File: src/rtl/hemaia_clk_rst_pkg.sv
// Shared types for the clock/reset observers: monitor FSM encoding and lock counter sizing.
// No logic; imported by the ratio monitor and its helpers.
package hemaia_clk_rst_pkg;

  typedef enum logic [1:0] {
    MonIdle,
    MonArm,
    MonMeasure,
    MonLocked
  } mon_state_e;

  // Wide enough for lock thresholds up to 15.
  localparam int unsigned LockCntWidth = 4;

endpackage

File: src/rtl/hemaia_edge_sampler.sv
// Brings an asynchronous level into clk_i through a 2-FF synchronizer and derives edge pulses.
// Latency: a 0->1 sampled at edge k gives rise_o in the cycle after edge k+1; no backpressure.
module hemaia_edge_sampler (
  input  logic clk_i,
  input  logic rst_ni,
  input  logic clear_i,
  input  logic sig_i,
  output logic s_o,
  output logic rise_o,
  output logic fall_o
);

  logic sync1_q, sync2_q, prev_q;

  always_ff @(posedge clk_i or negedge rst_ni) begin
    if (!rst_ni) begin
      sync1_q <= 1'b0;
      sync2_q <= 1'b0;
      prev_q  <= 1'b0;
    end else if (clear_i) begin
      sync1_q <= 1'b0;
      sync2_q <= 1'b0;
      prev_q  <= 1'b0;
    end else begin
      sync1_q <= sig_i;
      sync2_q <= sync1_q;
      prev_q  <= sync2_q;
    end
  end

  assign s_o    = sync2_q;
  assign rise_o = sync2_q & ~prev_q;
  assign fall_o = ~sync2_q & prev_q;

endmodule

File: src/rtl/hemaia_clock_ratio_monitor.sv
// Measures period and high time of a divided clock sampled as data; reports lock, mismatch, stuck.
// Results register on the rise that closes each period; purely observing, never stalls anything.
module hemaia_clock_ratio_monitor
  import hemaia_clk_rst_pkg::*;
#(
  parameter int unsigned CountWidth = 8,
  parameter int unsigned LockCount  = 4
) (
  input  logic                  clk_i,
  input  logic                  rst_ni,
  input  logic                  enable_i,
  input  logic                  clear_i,
  input  logic                  sig_i,
  input  logic [CountWidth-1:0] expected_i,
  output logic [CountWidth-1:0] period_o,
  output logic [CountWidth-1:0] high_o,
  output logic                  meas_valid_o,
  output logic                  locked_o,
  output logic                  mismatch_o,
  output logic                  stuck_o
);

  localparam logic [CountWidth-1:0]   CntMax     = '1;
  localparam logic [CountWidth-1:0]   CntOne     = CountWidth'(1);
  localparam logic [LockCntWidth-1:0] LockOne    = LockCntWidth'(1);
  localparam logic [LockCntWidth-1:0] LockTarget = LockCntWidth'(LockCount);

  function automatic logic [CountWidth-1:0] sat_inc(input logic [CountWidth-1:0] v);
    return (v == CntMax) ? v : v + CntOne;
  endfunction

  logic s, rise, fall;

  hemaia_edge_sampler i_edge_sampler (
    .clk_i   (clk_i),
    .rst_ni  (rst_ni),
    .clear_i (clear_i),
    .sig_i   (sig_i),
    .s_o     (s),
    .rise_o  (rise),
    .fall_o  (fall)
  );

  mon_state_e                state_q, state_d;
  logic [CountWidth-1:0]     cnt_q, cnt_d, hcnt_q, hcnt_d;
  logic [CountWidth-1:0]     period_q, period_d, high_q, high_d;
  logic [LockCntWidth-1:0]   lock_q, lock_d;
  logic                      hfrozen_q, hfrozen_d;
  logic                      valid_q, valid_d, stuck_q, stuck_d;

  always_comb begin
    state_d   = state_q;
    cnt_d     = cnt_q;
    hcnt_d    = hcnt_q;
    hfrozen_d = hfrozen_q;
    period_d  = period_q;
    high_d    = high_q;
    lock_d    = lock_q;
    valid_d   = 1'b0;
    stuck_d   = stuck_q;

    if (clear_i) begin
      state_d   = MonIdle;
      cnt_d     = '0;
      hcnt_d    = '0;
      hfrozen_d = 1'b0;
      period_d  = '0;
      high_d    = '0;
      lock_d    = '0;
      stuck_d   = 1'b0;
    end else if (!enable_i) begin
      state_d   = MonIdle;
      cnt_d     = '0;
      hcnt_d    = '0;
      hfrozen_d = 1'b0;
      lock_d    = '0;
    end else begin
      unique case (state_q)
        MonIdle: state_d = MonArm;
        MonArm: begin
          if (rise) begin
            cnt_d     = CntOne;
            hcnt_d    = CntOne;
            hfrozen_d = 1'b0;
            stuck_d   = 1'b0;
            state_d   = MonMeasure;
          end
        end
        MonMeasure, MonLocked: begin
          if (rise) begin
            // A rise coinciding with saturation still reports the saturated count.
            period_d  = cnt_q;
            high_d    = hcnt_q;
            valid_d   = 1'b1;
            cnt_d     = CntOne;
            hcnt_d    = CntOne;
            hfrozen_d = 1'b0;
            if (cnt_q == period_q) begin
              lock_d = (lock_q < LockTarget) ? lock_q + LockOne : lock_q;
            end else begin
              lock_d = LockOne;
            end
            state_d = (lock_d >= LockTarget) ? MonLocked : MonMeasure;
          end else if (cnt_q == CntMax) begin
            stuck_d = 1'b1;
            cnt_d   = '0;
            hcnt_d  = '0;
            lock_d  = '0;
            state_d = MonArm;
          end else begin
            cnt_d = sat_inc(cnt_q);
            if (fall) hfrozen_d = 1'b1;
            if (s && !hfrozen_q) hcnt_d = sat_inc(hcnt_q);
          end
        end
        default: state_d = MonIdle;
      endcase
    end
  end

  always_ff @(posedge clk_i or negedge rst_ni) begin
    if (!rst_ni) begin
      state_q   <= MonIdle;
      cnt_q     <= '0;
      hcnt_q    <= '0;
      hfrozen_q <= 1'b0;
      period_q  <= '0;
      high_q    <= '0;
      lock_q    <= '0;
      valid_q   <= 1'b0;
      stuck_q   <= 1'b0;
    end else begin
      state_q   <= state_d;
      cnt_q     <= cnt_d;
      hcnt_q    <= hcnt_d;
      hfrozen_q <= hfrozen_d;
      period_q  <= period_d;
      high_q    <= high_d;
      lock_q    <= lock_d;
      valid_q   <= valid_d;
      stuck_q   <= stuck_d;
    end
  end

  assign period_o     = period_q;
  assign high_o       = high_q;
  assign meas_valid_o = valid_q;
  assign locked_o     = (state_q == MonLocked);
  assign stuck_o      = stuck_q;
  assign mismatch_o   = locked_o && (expected_i != '0) && (period_q != expected_i);

endmodule

File: config.mk
export PLATFORM = sky130hd
export DESIGN_NAME = hemaia_clock_ratio_monitor
export DESIGN_NICKNAME = d
export VERILOG_FILES = /design/src/rtl/hemaia_clk_rst_pkg.sv /design/src/rtl/hemaia_edge_sampler.sv /design/src/rtl/hemaia_clock_ratio_monitor.sv
export SDC_FILE = /design/constraint.sdc
export NUM_CORES = 1
export LEC_CHECK = 0
export CORE_MARGIN = 4
export CORE_UTILIZATION = 58
export CTS_CLUSTER_DIAMETER = 40
export DETAILED_ROUTE_END_ITERATION = 7
export PLACE_DENSITY = 0.83
export SYNTH_ARGS = -nofsm -noshare
export SYNTH_HDL_FRONTEND = slang
export SYNTH_SLANG_ARGS = --single-unit
File: constraint.sdc
create_clock -name clk_i -period 3.2 [get_ports clk_i]
set_input_delay 0.8 -clock clk_i [delete_from_list [all_inputs] [get_ports clk_i]]
set_output_delay 0.8 -clock clk_i [all_outputs]
set_load 0.01 [all_outputs]
==> key figures <==
Timing
  • Clk_skew: 0.00483 ns
  • Setup_tns: 0 ns
  • Fmax: 0.328 GHz
  • Final hold violations: 0
  • Fin crit period: ~3.0 ns
  • Period utilization: 0.952
  • RSZ-0062 raised after global routing: no
  • Final hold slack: 0.486 ns
  • Max-slew violation count: 0
  • Worst-Margin Slew: roughly 0.94 ns
  • Slew HR: 0.377
  • Final setup viols: 0
  • Post-route setup slack: 0.155 ns

GRT
  • Largest net degree at the start of global routing: 45
  • Initial antenna violation count: 0
  • GRT overflow: 0
  • Vias in the first global route: 1700
  • First-pass GRT wire length: 7980 um
  • Gr usage total: 0.205

Logic synthesis
  • Post-Synth XOR/XNOR Area: 0.0948
  • YS warnings: 0
  • Main flop type after synthesis: dfrtp_1
  • Syn_nets: 232
  • Post-Synth Simple-Gate Area: 0.183
  • Number of synthesized flops with an enable pin: 0
  • Mux cell area share after synthesis: 0.00451
  • FF+latch count, synth: 44
  • Post-synthesis cell type count: 44
  • Asr flop ratio synth: 1.00
  • Synth Area in Adders: 0.0169
  • Sequential fraction of the synthesis area: 0.497
  • Largest family of logic cells by synthesized area: simple AND/OR/NAND/NOR gates
  • Cell count after synthesis: 216
  • Compound-gate portion of the synthesized area: 0.172
  • Syn Std Cell Area: 2220 um^2
  • Syn Area/Cell: 10.3 um^2

Floorplan
  • I/O Pins: 33
  • Row count: 22
  • Die width: 69.8 um
  • Core area: ~3700 um^2
  • Die area: 4880 um^2
  • Starting density of the core: 0.601
  • Die height: 69.8 um

Clock network
  • Hold Buf Count CTS: 0
  • TritonCTS Buffers: 5
  • Clock Path Buffers: 2
  • H-tree depth: 2
  • CTS tree: built
  • Root Buffer: clkbuf_8
  • Post-cts resize count: 1
  • Clock transition at the registers of the reported paths: 0.08 ns
  • Clock latency on the worst-skew pair: 0.30 ns
  • Setup bufs post-CTS: 0
  • Clock sinks: 44

Run status
  • Status: complete, no violations

Worst setup path
  • Worst Path Max Fanout: 2
  • Arrival time of the worst setup path: ~2.2 ns
  • FF-to-FF Start: hcnt_q[0]
  • R2r worst-path depth: 6
  • Critical path's slowest cell: or4_1
  • Crit path cell chain: clkdlybuf4s50_1 > or4_1 > o21ai_0 > a21oi_1 > dlygate4sd2_1
  • CP peak stage delay: between 0.5 and 0.6 ns
  • FF-to-FF End: hcnt_q[1]
  • Worst Setup Start Kind: primary input
  • Critical Path RT: 2.40 ns
  • Setup CP Type: primary input to output pin
  • Setup crit end kind: output pin
  • FF-to-FF setup slack: ~1.2 ns

Detailed routing
  • Drt pass-1 iters: 4
  • DRC Markers: 0
  • Via density: 5.73
  • DRT antenna net count: 0
  • Wire length per cell: around 15 um
  • Iter 0 DRT Violations: 99
  • Vias: 1752
  • Final wirelength: 4620 um

Min path
  • Hold_sp: i_edge_sampler.sync1_q
  • Worst hold stages: 1
  • Worst min-delay path class: register to register
  • Hold endpoint: i_edge_sampler.s_o

Finish
  • Final-layout fill cell count: about 270
  • Antenna Cells: 0
  • Layout cells sized above 1: 0.101
  • Final instance area: 2740 um^2
  • Layout overhead on the synthesized area: 23.5%
  • Layout Nets: ~270

Placement
  • HPWL Detailed: 3310 um
  • Dpl ws: -0.0391 ns
  • DP Area: between 2000 and 3000 um^2
  • Port bufs: 32
  • Placer Congestion: 0.831

Power and ir drop
  • Total design power: 1.06 mW
  • Worst VDD drop: 0.247 mV
  • Pwr/cell area: 387 nW/um^2
  • Leak pwr: between 1 and 1.5 nW

Job
  • Max-Cap Viols: 0
## where the power goes
group | total, mW | internal, mW | switching (mW)
clock | 0.430 | 0.235 | 0.195
combinational | 0.0670 | 0.0299 | 0.0372
sequential | 0.563 | 0.559 | 0.00404
## area by class of cell
cell class | count | area, um^2 | share of cell area
clock buffer | 5 | 68.8 | 0.0251
clock inverter | 3 | 47.5 | 0.0174
inverter | 5 | 18.8 | 0.00685
multi-input combinational | 158 | 1050 | 0.382
sequential | 44 | 1100 | 0.402
tap | 48 | 60.1 | 0.0219
timing repair buffer | 43 | 397 | 0.145
## registers in the layout, indices dropped and copies added (netlist names)
register,flops
cnt_q,8
high_o,8
i_edge_sampler.prev_q,1
period_o,8
lock_q,4
stuck_o,1
state_q,2
meas_valid_o,1
i_edge_sampler.s_o,1
hcnt_q,8
hfrozen_q,1
i_edge_sampler.sync1_q,1
## worst max-delay path: cells and delay by family
family	cells	cell delay [ns]
AO/OA/AOI/OAI	2	0.22
buffers and inverters	2	0.71
AND/OR/NAND/NOR	1	0.52
## synthesized netlist by cell type, types with 5 or more instances
library cell   n  area (um^2)
a22o_1        16          140
a21oi_1        5         25.0
nand4_1        5         31.3
nand2_1       14         52.6
and3_1         6         37.5
nor2b_1        8         50.1
nand3_1        7         35.0
inv_1          5         18.8
dfrtp_1       44         1100
xor2_1        14          123
nor2_1        16         60.1
xnor2_1       10         87.6
o21ai_0       15         75.1
## cells in the final DEF, fill, tap and decap left out, types with 2 or more instances in the layout
master	netlist	layout
a31oi_1	3	3
nor2b_1	8	8
nor4_1	3	3
nor2_1	16	16
or4_1	2	2
nand3_1	7	7
xnor2_1	10	10
nor3_1	4	4
clkbuf_8	0	5
buf_4	1	11
a32o_1	2	2
clkinv_4	0	2
dfrtp_1	44	44
xor2_1	14	14
o21ai_0	15	15
ha_1	3	3
inv_1	5	5
clkdlybuf4s50_1	0	30
a22o_1	16	16
nand4_1	5	5
nand2b_1	2	2
a21oi_1	5	5
nand2_1	14	14
and2_1	4	4
and3_1	6	6
o31ai_1	2	2
## logic make-up (layout without fill, tap and decap cells)
logic type | count (synthesis) | count (layout)
flip-flops | 44 | 44
multiplexers | 1 | 1
XOR/XNOR | 24 | 24
AO/OA/AOI/OAI | 53 | 53
AND/OR/NAND/NOR | 77 | 77
adder cells (fa/ha/maj) | 3 | 3
buffers and inverters | 14 | 56
## how the worst max path moves through the flow
| stage | cells past startpoint | start | end |
|---|---|---|---|
| floorplan | 3 | expected_i[4] | mismatch_o |
| global placement | 5 | expected_i[4] | mismatch_o |
| detailed placement | 5 | expected_i[4] | mismatch_o |
| CTS | 5 | expected_i[4] | mismatch_o |
| global route | 5 | expected_i[0] | mismatch_o |
| finish | 5 | expected_i[4] | mismatch_o |
## routing by layer
metal	vias to the layer above	share of wire	wire, um	GRT usage
li1	860	-	-	-
met1	837	0.47	2160	0.269
met2	47	0.46	2130	0.329
met3	8	0.053	244	0.0449
met4	0	0.017	80	0.0830
met5	-	0	0	0
## metrics by stage
stage | utilization | cells
6_report | 0.743 | 306
5_1_grt | 0.743 | 306
4_1_cts | 0.743 | 306
3_5_place_dp | 0.711 | 298
3_3_place_gp | 0.711 | 298
2_1_floorplan | - | 216
Power figures use the tool's default switching activity.
